## src/rtl/spongent_arb_pkg.sv

```systemverilog
// spongent_arb_pkg: shared types and constants for the spongent arbiter
//   arb_state_t     : arbiter FSM states
//   DEFAULT_TIMEOUT : default watchdog limit in cycles
package spongent_arb_pkg;
    typedef enum logic [1:0] {IDLE, LOAD, RUN, DONE} arb_state_t;
    localparam int DEFAULT_TIMEOUT = 4096;
endpackage

```

## src/rtl/spongent_arbiter_rr_priority_encoder.sv

```systemverilog
// rr_priority_encoder: first requesting index at or after rr_ptr, wrapping
//   req    in  NUM_REQ  request bits
//   rr_ptr in  IW       search start index
//   valid  out 1        any request present
//   idx    out IW       selected index
module rr_priority_encoder #(
    parameter int NUM_REQ = 4,
    localparam int IW = $clog2(NUM_REQ)
) (
    input  logic [NUM_REQ-1:0] req,
    input  logic [IW-1:0]      rr_ptr,
    output logic               valid,
    output logic [IW-1:0]      idx
);
    localparam logic [IW:0] NR = (IW+1)'(NUM_REQ);
    logic [2*NUM_REQ-1:0] dbl;
    logic [NUM_REQ-1:0]   rot;
    logic [IW-1:0]        ff;
    logic [IW:0]          sum;
    // rotating the doubled vector puts rr_ptr at bit 0
    assign dbl   = {req, req} >> rr_ptr;
    assign rot   = dbl[NUM_REQ-1:0];
    assign valid = |req;
    always_comb begin
        ff = '0;
        for (int i = NUM_REQ - 1; i >= 0; i--)
            if (rot[i]) ff = i[IW-1:0];
    end
    assign sum = {1'b0, ff} + {1'b0, rr_ptr};
    assign idx = sum >= NR ? IW'(sum - NR) : sum[IW-1:0];
endmodule

```

## src/rtl/spongent_arbiter.sv

```systemverilog
// spongent_arbiter: round-robin sharing of one spongent core among NUM_REQ requesters
//   req/msg_in      : requester levels and packed messages
//   grant/done      : one-hot grant, one-cycle completion pulse
//   hash_out        : last captured digest
//   busy            : high outside IDLE
//   timeout_err     : sticky watchdog flag (SPONGENT_ARB_TIMEOUT_EN), else 0
//   core_rst/core_msg/core_hash/core_end : spongent core connection
module spongent_arbiter
    import spongent_arb_pkg::*;
#(
    parameter int NUM_REQ        = 4,
    parameter int MSG_WIDTH      = 128,
    parameter int N              = 128,
    parameter int TIMEOUT_CYCLES = DEFAULT_TIMEOUT
) (
    input  logic                         clk,
    input  logic                         rst,
    input  logic [NUM_REQ-1:0]           req,
    input  logic [NUM_REQ*MSG_WIDTH-1:0] msg_in,
    output logic [NUM_REQ-1:0]           grant,
    output logic [NUM_REQ-1:0]           done,
    output logic [N-1:0]                 hash_out,
    output logic                         busy,
    output logic                         timeout_err,
    output logic                         core_rst,
    output logic [MSG_WIDTH-1:0]         core_msg,
    input  logic [N-1:0]                 core_hash,
    input  logic                         core_end
);
    localparam int IW = $clog2(NUM_REQ);
    localparam logic [IW-1:0] LAST = IW'(NUM_REQ - 1);
    arb_state_t state, state_nx;
    logic [IW-1:0] rr_ptr, grant_idx, pick_idx;
    logic [NUM_REQ-1:0] grant_oh;
    logic pick_valid, tmo;

    rr_priority_encoder #(.NUM_REQ(NUM_REQ)) u_enc (
        .req(req), .rr_ptr(rr_ptr), .valid(pick_valid), .idx(pick_idx)
    );

    assign grant_oh = NUM_REQ'(1) << grant_idx;

`ifdef SPONGENT_ARB_TIMEOUT_EN
    localparam int CW = $clog2(TIMEOUT_CYCLES + 1);
    logic [CW-1:0] tmo_cnt;
    logic tmo_flag;
    // counter is zero outside RUN, so it starts fresh on every RUN entry
    always_ff @(posedge clk) begin
        if (rst) begin
            tmo_cnt  <= '0;
            tmo_flag <= 1'b0;
        end else begin
            tmo_cnt <= state == RUN ? tmo_cnt + 1'b1 : '0;
            if (tmo && !core_end) tmo_flag <= 1'b1;
        end
    end
    assign tmo = state == RUN && tmo_cnt == CW'(TIMEOUT_CYCLES - 1);
    assign timeout_err = tmo_flag;
`else
    logic unused_tmo;
    assign unused_tmo  = ^TIMEOUT_CYCLES;
    assign tmo         = 1'b0;
    assign timeout_err = 1'b0;
`endif

    always_ff @(posedge clk) begin
        if (rst) begin
            state     <= IDLE;
            rr_ptr    <= '0;
            grant_idx <= '0;
            hash_out  <= '0;
        end else begin
            state <= state_nx;
            if (state == IDLE && pick_valid) grant_idx <= pick_idx;
            if (state == RUN && core_end) hash_out <= core_hash;
            if (state == DONE) rr_ptr <= grant_idx == LAST ? '0 : grant_idx + 1'b1;
        end
    end

    always_comb begin
        state_nx = state == IDLE ? (pick_valid ? LOAD : IDLE) :
                   state == LOAD ? RUN :
                   state == RUN  ? ((core_end || tmo) ? DONE : RUN) : IDLE;
    end

    // DONE is only reachable from RUN, so done is a single-cycle pulse
    always_comb begin
        grant    = (state == LOAD || state == RUN) ? grant_oh : '0;
        done     = state == DONE ? grant_oh : '0;
        busy     = state != IDLE;
        core_rst = state != RUN;
        core_msg = state == IDLE ? '0 : msg_in[grant_idx*MSG_WIDTH +: MSG_WIDTH];
    end
endmodule
```

## config.mk

```make
export PLATFORM = sky130hd
export DESIGN_NAME = spongent_arbiter
export DESIGN_NICKNAME = d
export VERILOG_FILES = /design/src/rtl/spongent_arb_pkg.sv /design/src/rtl/spongent_arbiter_rr_priority_encoder.sv /design/src/rtl/spongent_arbiter.sv
export SDC_FILE = /design/constraint.sdc
export NUM_CORES = 1
export LEC_CHECK = 0
export ABC_AREA = 1
export CAP_MARGIN = 40
export CORE_AREA = 2 2 359 361
export CTS_BUF_LIST = sky130_fd_sc_hd__clkbuf_16
export DETAILED_ROUTE_END_ITERATION = 7
export DIE_AREA = 0 0 361 363
export GPL_ROUTABILITY_DRIVEN = 1
export HOLD_SLACK_MARGIN = 0.02
export MAX_ROUTING_LAYER = met4
export PLACE_DENSITY = 0.33
export SETUP_SLACK_MARGIN = 0.15
export SYNTH_ARGS = -nofsm -noshare
export SYNTH_HDL_FRONTEND = slang
export SYNTH_HIERARCHICAL = 1
export SYNTH_SLANG_ARGS = --single-unit
```

## constraint.sdc

```tcl
create_clock -name clk -period 5.25 [get_ports clk]
set_input_delay 1.575 -clock clk [delete_from_list [all_inputs] [get_ports clk]]
set_output_delay 1.575 -clock clk [all_outputs]
set_load 0.1 [all_outputs]
```

==> load_flow_metrics.sql, run 1 <==
INSERT INTO impl_metrics (metric_group, metric, value, unit) VALUES
('finish', 'design.final.nets', '3767', ''),
('min_path', 'worstHoldPathType', 'flip-flop to flip-flop', ''),
('drt', 'number_of_remaining_drc_errors', '0', ''),
('clocking', 'cts_num_sinks', '134', ''),
('sta', 'finalHoldViolations', '0', ''),
('clocking', 'root_buffer', 'clkbuf_16', ''),
('global_route', 'groute.usage.overall', '14.25', '%'),
('floorplan', 'placementRows', '131', ''),
('sta', 'fmax', '213.5', 'MHz'),
('setup_path', 'crit_path_start_kind', 'input pin', ''),
('drt', 'routedWlPerCell', '19.53', 'um'),
('outcome', 'status', 'finished clean', ''),
('placement', 'hpwl', '77380', 'um'),
('drt', 'sum_of_met3_wire_segment_lengths_after_detailed_routing', '6800', 'um'),
('global_route', 'number_of_global_route_vias_before_repair', '16710', ''),
('yosys', 'synth-seq-cells', '134', ''),
('drt', 'routed_via_count_divided_by_cell_count', '3.425', ''),
('sta', 'post-route-period-util', '89.20', '%'),
('global_route', 'grt_pass1_wl', '128900', 'um'),
('clocking', 'holdBufCountCts', '0', ''),
('sta', 'minimum_period_implied_by_the_final_worst_setup_slack', '4.683', 'ns'),
('setup_path', 'cp_data_required_time', '3.68', 'ns'),
('sta', 'report.final.slew_viol_count', '0', ''),
('finish', 'final.fill_count', '14250', ''),
('finish', 'drive_above_1_share', '11.27', '%'),
('yosys', 'synth_cells', '2153', ''),
('drt', 'ant_nets_after_route', '0', ''),
('clocking', 'clock_buffer_count_from_cts', '17', ''),
('clocking', 'ctsLongestPathBuffers', '2', ''),
('floorplan', 'initial_core_utilization', '8.891', '%'),
('yosys', 'synth_sequential_area_ratio', '23.75', '%'),
('power_and_ir_drop', 'worst_ir_drop_vdd', '0.0001974', 'V'),
('drt', 'drt_first_pass_iters', '8', ''),
('drt', 'highest_signal_layer_in_the_routed_design', 'met4', ''),
('yosys', 'syn-cell-area', '11290', 'sq um'),
('yosys', 'netlist.area_leader.share', '23.75', '%'),
('yosys', 'synth.top_cells.by_area', 'dfxtp_1, nand2_1, inv_1, nand3_1, nor2_1', ''),
('yosys', 'synth.avg_cell_area', '5.246', 'sq um'),
('drt', 'routed-via-count', '16480', ''),
('placement', 'globalplace.congestion', '0.8763', ''),
('global_route', 'globalRouteOverflowTotal', '0', ''),
('clocking', 'ctsResizeCount', '0', ''),
('placement', 'port_buffers', '912', ''),
('clocking', 'cts_post_setup_buffers_inserted', '0', ''),
('setup_path', 'critical_path_class', 'input pin to output port', ''),
('setup_path', 'cp.arrival', '3.11', 'ns'),
('sta', 'finalHoldWorstSlack', '0.4795', 'ns'),
('clocking', 'clk_transition_reported_paths', '0.06', 'ns'),
('setup_path', 'setup.worst_path.end_class', 'output port', ''),
('power_and_ir_drop', 'total_power', '6.042', 'mW'),
('drt', 'postRouteWirelength', '93970', 'um'),
('drt', 'wirelength_met1', '39630', 'um'),
('clocking', 'tritoncts', 'yes', ''),
('setup_path', 'critical_path.max_fanout', '1', ''),
('yosys', 'post-synth-top-area-cell', 'dfxtp_1', ''),
('drt', 'detailroute.wirelength.met2', '46230', 'um'),
('floorplan', 'die_area', '131000', 'sq um'),
('global_route', 'largest_net_degree_at_the_start_of_global_routing', '124', ''),
('drt', 'drt_iter0_markers', '807', ''),
('floorplan', 'io_pins', '914', ''),
('yosys', 'synth_cell_types', '22', ''),
('sta', 'timing.clock.skew', '0.01300', 'ns'),
('yosys', 'synthesis.yosys.warnings', '6', ''),
('floorplan', 'die_w', '361', 'um'),
('run', 'cap_viol_max_count', '0', ''),
('yosys', 'synth_fp_nets', '2809', ''),
('clocking', 'clock_tree.htree_level_count', '4', ''),
('sta', 'finalSetupTns', '0', 'ns'),
('finish', 'post-route-util', '20.91', '%'),
('sta', 'setup_viol_count_final', '0', ''),
('power_and_ir_drop', 'p_leak', '12.20', 'nW'),
('floorplan', 'core_region_area', '127000', 'sq um'),
('sta', 'setup_repair_after_global_routing_missed_its_margin', 'no', ''),
('clocking', 'worst_skew_pair.late_latency', '0.45', 'ns'),
('global_route', 'antenna_found_initial', '42', ''),
('floorplan', 'fp.dieH', '363', 'um'),
('power_and_ir_drop', 'power_density', '227.5', 'nW/um^2'),
('sta', 'timing_worst_slew_pin_value', '0.8262', 'ns'),
('finish', 'syn2layout_area_growth', '135.2', '%'),
('sta', 'relSlewSlack', '44.92', '%');
report_power, final:
part	switching, mW	internal (mW)
clock	0.532	0.702
sequential	0.0421	1.05
combinational	2.39	1.33
total	2.96	3.08
flip-flops by register name (all words and copies together), names as in the netlist:
name	flops
rr_ptr	2
state	2
grant_idx	2
hash_out	128
layer usage:
metal | vias up | global-route usage (%)
li1 | 8303 | -
met4 | 0 | 2.757
met5 | - | -
met2 | 624 | 24.34
met1 | 7484 | 16.75
met3 | 66 | 3.878
cells in the final DEF, fill, tap and decap left out, drive strengths merged:
cell           instances
clkdlybuf4s50        772
nand2                541
inv                  538
buf                  310
nand3                266
nor2                 258
dfxtp                134
a21oi                132
o21ai                132
diode                 25
clkbuf                17
ha                     9
clkinv                 7
bufinv                 2
o211a                  1
conb                   1
clkinvlp               1
a21boi                 1
xor2                   1
or4                    1
final timing paths:
path                                  from                         to  slack (ns)  cells after the start
setup / recovery               msg_in[246]              core_msg[118]        0.57                      7
hold / removal    hash_out[6]$_SDFFE_PP0P_   hash_out[6]$_SDFFE_PP0P_        0.48                      2
setup reg to reg       state[0]$_SDFF_PP0_  hash_out[94]$_SDFFE_PP0P_        2.95                      7
hold reg to reg   hash_out[6]$_SDFFE_PP0P_   hash_out[6]$_SDFFE_PP0P_        0.48                      2
logic make-up after synthesis:
family | synth area share [%]
and+or+nand+nor | 38.43
DFF | 23.75
adders and majority gates | 0.9970
AOI/OAI and AO/OA | 11.85
xor gates and xnor gates | 0.07756
other | 0.03320
buffers and inverters | 24.86
area by class of cell:
type,instances,area (sq um),area share (%)
well taps,1662,2079,7.829
flip-flops and latches,134,2690,10.13
clock buffers,17,425.4,1.602
inverters,533,2018,7.598
repair buffers,1082,13300,50.08
clock inverters,15,157.7,0.5936
multi-input cells,1343,5824,21.93
diodes,25,62.56,0.2355
critical path: stages:
cell and delay (ns):
clkdlybuf4s50_1 0.46, inv_1 0.04, nand2_1 0.05, nand3_1 0.07
a21oi_1 0.52, buf_4 0.23, buf_12 0.17
cell usage after synthesis, drive strengths merged:
cell type	instances
nand3	266
nand2	541
a21boi	1
nor2	258
dfxtp	134
o21ai	132
inv	533
conb	1
o211a	1
buf	108
ha	9
or4	1
clkbuf	35
a21oi	132
xor2	1
through the flow:
step / instances / cell area [sq um] / setup slack, ns
2_1_floorplan: 2153 / 11290 / 0.4682
3_3_place_gp: 4628 / 22880 / 0.5650
3_5_place_dp: 4754 / 25910 / 0.5507
4_1_cts: 4786 / 26500 / 0.5494
5_1_grt: 4806 / 26550 / 0.5173
6_report: 4811 / 26560 / 0.5669
(Power assumes the default switching activity.)
==> inputs of run 2 (changes only) <==
Settings changed: PLACE_DENSITY 0.33 to unset, PLACE_DENSITY_LB_ADDON set to 0.08.
==> run 2 against run 1 <==
Net effect: hold slack got worse by 0.00068 ns; critical path type unchanged; largest power group unchanged; routed wire length decreased by 4.2%; utilization decreased by 0.23 points; sequential power about the same; clock-buffer cell count unchanged; maximum frequency decreased by 0.41%.
==> load_flow_metrics.sql, run 2 (synthesis gave the netlist of run 1 again) <==
INSERT INTO impl_metrics (metric_group, metric, value, unit) VALUES
('floorplan', 'core_region_area', '127000', 'sq um'),
('min_path', 'worstHoldPathType', 'flip-flop to flip-flop', ''),
('finish', 'regArea', '2690', 'sq um'),
('clocking', 'ctsLongestPathBuffers', '2', ''),
('drt', 'drt_first_pass_iters', '5', ''),
('clocking', 'ctsResizeCount', '0', ''),
('clocking', 'clk_transition_reported_paths', '0.06', 'ns'),
('setup_path', 'critical_path.max_fanout', '1', ''),
('setup_path', 'cp_data_required_time', '3.68', 'ns'),
('sta', 'setup_repair_after_global_routing_missed_its_margin', 'no', ''),
('clocking', 'worst_skew_pair.late_latency', '0.46', 'ns'),
('floorplan', 'io_pins', '914', ''),
('clocking', 'holdBufCountCts', '0', ''),
('sta', 'minimum_period_implied_by_the_final_worst_setup_slack', '4.702', 'ns'),
('power_and_ir_drop', 'worst_ir_drop_vdd', '0.0002618', 'V'),
('floorplan', 'die_area', '131000', 'sq um'),
('floorplan', 'placementRows', '131', ''),
('finish', 'registers.top_by_ff_count', 'hash_out', ''),
('clocking', 'tritoncts', 'yes', ''),
('sta', 'timing.clock.skew', '0.01516', 'ns'),
('sta', 'fmax', '212.7', 'MHz'),
('clocking', 'clock_buffer_count_from_cts', '17', ''),
('drt', 'routed_via_count_divided_by_cell_count', '3.380', ''),
('setup_path', 'cp.arrival', '3.13', 'ns'),
('finish', 'syn2layout_area_growth', '132.6', '%'),
('drt', 'drt_iter0_markers', '600', ''),
('finish', 'drive_above_1_share', '10.59', '%'),
('setup_path', 'timing.critical_path.cells', 'clkdlybuf4s50_1 -> inv_1 -> nand2_1 -> nand3_1 -> a21oi_1 -> buf_12', ''),
('setup_path', 'cp.buffers_inverters', '3', ''),
('setup_path', 'critPathTopFamily', 'buffers and inverters', ''),
('drt', 'number_of_remaining_drc_errors', '0', ''),
('setup_path', 'worst_path_max_delay_cell', 'clkdlybuf4s50_1', ''),
('sta', 'worst_slack', '0.5477', 'ns'),
('power_and_ir_drop', 'p_leak', '12.08', 'nW'),
('sta', 'finalHoldViolations', '0', ''),
('clocking', 'clock_tree.htree_level_count', '4', ''),
('setup_path', 'cpPeakStageDelay', '0.47', 'ns'),
('clocking', 'cts_post_setup_buffers_inserted', '0', ''),
('placement', 'globalplace.congestion', '0.7729', ''),
('floorplan', 'initial_core_utilization', '8.891', '%'),
('sta', 'post-route-period-util', '89.57', '%'),
('placement', 'hpwl', '70720', 'um'),
('placement', 'port_buffers', '912', ''),
('sta', 'report.final.slew_viol_count', '0', ''),
('setup_path', 'setup.worst_path.end_class', 'output port', ''),
('drt', 'postRouteWirelength', '90060', 'um'),
('finish', 'final.fill_count', '14340', ''),
('global_route', 'number_of_global_route_vias_before_repair', '16550', ''),
('sta', 'finalSetupTns', '0', 'ns'),
('setup_path', 'critical_path_class', 'input pin to output port', ''),
('setup_path', 'crit_path_start_kind', 'input pin', ''),
('global_route', 'groute.usage.overall', '13.58', '%'),
('clocking', 'root_buffer', 'clkbuf_16', ''),
('power_and_ir_drop', 'power_density', '224.9', 'nW/um^2'),
('finish', 'commonest_non_fill_non_tap_cell_in_the_layout', 'clkdlybuf4s50_1', ''),
('finish', 'area_of_the_multi_input_gates', '5824', 'sq um'),
('floorplan', 'die_w', '361', 'um'),
('min_path', 'hold_end', 'hash_out[123]$_SDFFE_PP0P_', ''),
('min_path', 'min_delay_src', 'hash_out[123]$_SDFFE_PP0P_', ''),
('global_route', 'globalRouteOverflowTotal', '0', ''),
('sta', 'timing_worst_slew_pin_value', '1.416', 'ns'),
('global_route', 'antenna_found_initial', '59', ''),
('run', 'cap_viol_max_count', '0', ''),
('drt', 'routed-via-count', '16250', ''),
('finish', 'design.final.nets', '3751', ''),
('global_route', 'largest_net_degree_at_the_start_of_global_routing', '131', ''),
('setup_path', 'start_of_the_worst_register_to_register_path', 'state[0]$_SDFF_PP0_', ''),
('sta', 'setup_viol_count_final', '0', ''),
('setup_path', 'ff2ff_path_depth', '7', ''),
('setup_path', 'rr_endpoint', 'hash_out[92]$_SDFFE_PP0P_', ''),
('setup_path', 'ff2ff_setup_slack', '3.22', 'ns'),
('finish', 'largest_register_ffs', '128', ''),
('clocking', 'cts_num_sinks', '134', ''),
('global_route', 'grt_pass1_wl', '124100', 'um'),
('finish', 'post-route-util', '20.68', '%'),
('placement', 'dp_worst_setup_slack', '0.5461', 'ns'),
('floorplan', 'fp.dieH', '363', 'um'),
('drt', 'ant_nets_after_route', '0', ''),
('sta', 'relSlewSlack', '5.572', '%'),
('min_path', 'hold_path_stages', '2', ''),
('setup_path', 'worstSetupPathDepth', '6', ''),
('outcome', 'status', 'finished clean', ''),
('drt', 'routedWlPerCell', '18.73', 'um'),
('finish', 'layout_common_cells', 'clkdlybuf4s50_1, nand2_1, inv_1', '');
## run 2: how the worst max path moves through the flow
stage	start	to
after detailed placement	msg_in[259]	core_msg[3]
after floorplan	msg_in[138]	core_msg[10]
after global routing	msg_in[259]	core_msg[3]
final	msg_in[387]	core_msg[3]
after global placement	msg_in[259]	core_msg[3]
after CTS	msg_in[259]	core_msg[3]
## run 2: where the power goes
group | leakage [nW] | switching, mW | internal [mW]
Sequential | 1.08 | 0.0358 | 1.05
Combinational | 10.7 | 2.29 | 1.23
Clock | 0.303 | 0.516 | 0.780
## run 2: per-layer routing
layer  vias to the layer above  GRT usage [%]  part of all wire (%)
met1                      7289          14.74                    41
li1                       8286              -                     -
met5                         -              -                     0
met4                         0          2.264                   1.2
met2                       592          24.03                    50
met3                        80          4.836                   8.1
## run 2: stage by stage
stage	hold WS [ns]	area [sq um]	total power, mW	std cells
floorplan	0.5788	11290	3.173	2153
global placement	0.4628	22420	4.550	4609
detailed placement	0.4707	25590	4.699	4738
CTS	0.4863	26180	6.057	4770
global route	0.5064	26270	6.230	4806
finish	0.4788	26270	5.909	4807
## run 2: area by class of cell
class,count,area share (%)
Timing Repair Buffer,1066,49.38
Multi-Input combinational cell,1343,22.17
Sequential cell,134,10.24
Tap cell,1662,7.915
Inverter,533,7.677
Clock buffer,17,1.619
Clock inverter,15,0.6477
Antenna cell,37,0.3524
## run 2: worst reg2reg max path: cells and delay by family (launching register included)
| family | cells | cell delay, ns |
|---|---|---|
| flip-flops | 1 | 0.33 |
| buffers and inverters | 3 | 1.03 |
| adder cells (fa/ha/maj) | 1 | 0.29 |
| AND/OR/NAND/NOR | 3 | 0.31 |
==> inputs of run 3 (changes only) <==
Settings changed: CAP_MARGIN 40 to unset.
==> run 3 against run 2 <==
Net effect: die area is the same; critical path depth is the same; sequential power is essentially flat; global-route usage shrank 0.12 points; register-to-register slack is essentially flat; total power shrank 3.7%; design area shrank 12%; clock power shrank 5%; utilization shrank 2.5 points.
==> load_flow_metrics.sql, run 3 (synthesis gave the netlist of run 1 again) <==
INSERT INTO impl_metrics (metric_group, metric, value, unit) VALUES
('outcome', 'status', 'finished clean', ''),
('floorplan', 'io_pins', '914', ''),
('clocking', 'clock_tree.htree_level_count', '4', ''),
('finish', 'syn2layout_area_growth', '104.6', '%'),
('drt', 'number_of_remaining_drc_errors', '0', ''),
('global_route', 'globalRouteOverflowTotal', '0', ''),
('sta', 'finalHoldViolations', '0', ''),
('run', 'cap_viol_max_count', '0', ''),
('finish', 'regArea', '2690', 'sq um'),
('floorplan', 'die_area', '131000', 'sq um'),
('clocking', 'cts_num_sinks', '134', ''),
('sta', 'minimum_period_implied_by_the_final_worst_setup_slack', '4.711', 'ns'),
('finish', 'drive_above_1_share', '6.747', '%'),
('sta', 'relSlewSlack', '11.16', '%'),
('clocking', 'cts_post_setup_buffers_inserted', '0', ''),
('setup_path', 'cp.arrival', '3.14', 'ns'),
('drt', 'routed-via-count', '15680', ''),
('finish', 'commonest_non_fill_non_tap_cell_in_the_layout', 'clkdlybuf4s50_1', ''),
('power_and_ir_drop', 'p_leak', '10.73', 'nW'),
('sta', 'setup_repair_after_global_routing_missed_its_margin', 'no', ''),
('drt', 'drt_first_pass_iters', '4', ''),
('sta', 'post-route-period-util', '89.73', '%'),
('sta', 'fmax', '212.3', 'MHz'),
('setup_path', 'setup.worst_path.end_class', 'output port', ''),
('sta', 'setup_viol_count_final', '0', ''),
('finish', 'largest_register_ffs', '128', ''),
('setup_path', 'cp_data_required_time', '3.68', 'ns'),
('drt', 'routed_via_count_divided_by_cell_count', '3.348', ''),
('clocking', 'holdBufCountCts', '0', ''),
('sta', 'timing.clock.skew', '0.01690', 'ns'),
('placement', 'port_buffers', '912', ''),
('global_route', 'number_of_global_route_vias_before_repair', '16100', ''),
('finish', 'design.final.nets', '3622', ''),
('setup_path', 'crit_path_start_kind', 'input pin', ''),
('clocking', 'clk_transition_reported_paths', '0.06', 'ns'),
('setup_path', 'worst_path_max_delay_cell', 'clkdlybuf4s50_1', ''),
('floorplan', 'die_w', '361', 'um'),
('clocking', 'ctsResizeCount', '0', ''),
('floorplan', 'core_region_area', '127000', 'sq um'),
('setup_path', 'cpPeakStageDelay', '0.45', 'ns'),
('power_and_ir_drop', 'combPwrFrac', '59.1', '%'),
('drt', 'ant_nets_after_route', '0', ''),
('power_and_ir_drop', 'internal_power', '2.887', 'mW'),
('floorplan', 'fp.dieH', '363', 'um'),
('global_route', 'largest_net_degree_at_the_start_of_global_routing', '131', ''),
('placement', 'hpwl', '70170', 'um'),
('power_and_ir_drop', 'worst_ir_drop_vdd', '0.0002196', 'V'),
('power_and_ir_drop', 'power.sequential.fraction', '19.1', '%'),
('global_route', 'groute.usage.overall', '13.47', '%'),
('drt', 'drt_iter0_markers', '543', ''),
('clocking', 'tritoncts', 'yes', ''),
('finish', 'final.fill_count', '14690', ''),
('finish', 'area_of_the_multi_input_gates', '5824', 'sq um'),
('sta', 'report.final.slew_viol_count', '0', ''),
('finish', 'layout_common_cells', 'clkdlybuf4s50_1, nand2_1, inv_1', ''),
('clocking', 'root_buffer', 'clkbuf_16', ''),
('sta', 'finalSetupTns', '0', 'ns'),
('clocking', 'ctsLongestPathBuffers', '2', ''),
('clocking', 'clock_buffer_count_from_cts', '17', ''),
('global_route', 'antenna_found_initial', '61', ''),
('setup_path', 'critical_path_class', 'input pin to output port', ''),
('drt', 'postRouteWirelength', '89120', 'um'),
('sta', 'timing_worst_slew_pin_value', '1.333', 'ns'),
('clocking', 'worst_skew_pair.late_latency', '0.46', 'ns'),
('floorplan', 'placementRows', '131', ''),
('setup_path', 'critical_path.max_fanout', '1', ''),
('power_and_ir_drop', 'power.net_switching', '2.806', 'mW'),
('placement', 'globalplace.congestion', '0.7729', ''),
('setup_path', 'timing.critical_path.cells', 'clkdlybuf4s50_1 -> inv_1 -> nand2_1 -> nand3_1 -> a21oi_1 -> buf_12', ''),
('power_and_ir_drop', 'power.share.clock', '21.8', '%'),
('min_path', 'worstHoldPathType', 'flip-flop to flip-flop', ''),
('power_and_ir_drop', 'power.switching_fraction', '49.29', '%'),
('sta', 'finalHoldWorstSlack', '0.4794', 'ns'),
('finish', 'registers.top_by_ff_count', 'hash_out', ''),
('floorplan', 'initial_core_utilization', '8.891', '%'),
('setup_path', 'cp.buffers_inverters', '3', ''),
('global_route', 'grt_pass1_wl', '122600', 'um'),
('power_and_ir_drop', 'power_density', '246.4', 'nW/um^2'),
('setup_path', 'critPathTopFamily', 'buffers and inverters', ''),
('drt', 'routedWlPerCell', '19.03', 'um');
## run 3: metrics by stage
stage               cell area, sq um  setup slack (ns)  total power, mW  cells  util [%]
global route                   23100            0.4724            6.036   4683     18.19
floorplan                      11290            0.4682            3.173   2153         -
global placement               22420            0.5170            4.550   4609     17.65
detailed placement             22420            0.5481            4.542   4609     17.65
CTS                            23000            0.5464            5.851   4641     18.10
finish                         23100            0.5391            5.693   4684     18.19
## run 3: path summary, 6_finish.rpt
check / from / end / slack, ns / cells past startpoint
worst max-delay path: msg_in[259] / core_msg[3] / 0.54 / 6
worst min register to register: hash_out[38]$_SDFFE_PP0P_ / hash_out[38]$_SDFFE_PP0P_ / 0.48 / 2
worst min-delay path: hash_out[38]$_SDFFE_PP0P_ / hash_out[38]$_SDFFE_PP0P_ / 0.48 / 2
worst max register to register: state[0]$_SDFF_PP0_ / hash_out[62]$_SDFFE_PP0P_ / 3.22 / 7
## run 3: power by group through the flow
stage,Sequential (mW),Combinational [mW],Clock (mW)
floorplan,1.29,1.89,0
global placement,1.11,3.44,0
detailed placement,1.11,3.43,0
CTS,1.09,3.44,1.32
global route,1.09,3.59,1.35
finish,1.09,3.37,1.24
## run 3: cell type report
cell class / count / area share [%]
Timing Repair Buffer: 937 / 42.47
Multi-Input combinational cell: 1343 / 25.21
Sequential cell: 134 / 11.64
Tap cell: 1662 / 9.001
Inverter: 533 / 8.730
Clock buffer: 17 / 1.841
Clock inverter: 15 / 0.6390
Antenna cell: 43 / 0.4657
## run 3: layer usage
metal | share of wire [%] | GRT usage (%) | vias to the layer above
met5 | 0 | - | -
met4 | 1.4 | 3.036 | 0
met3 | 10 | 6.424 | 67
met2 | 50 | 23.47 | 587
met1 | 38 | 13.62 | 6984
li1 | - | - | 8043
## run 3: worst reg2reg max path: cells and delay by family, from the launching register on
family	cells	cell delay, ns
simple gates	3	0.35
flops	1	0.33
buf+inv	3	0.98
fa+ha+maj	1	0.29
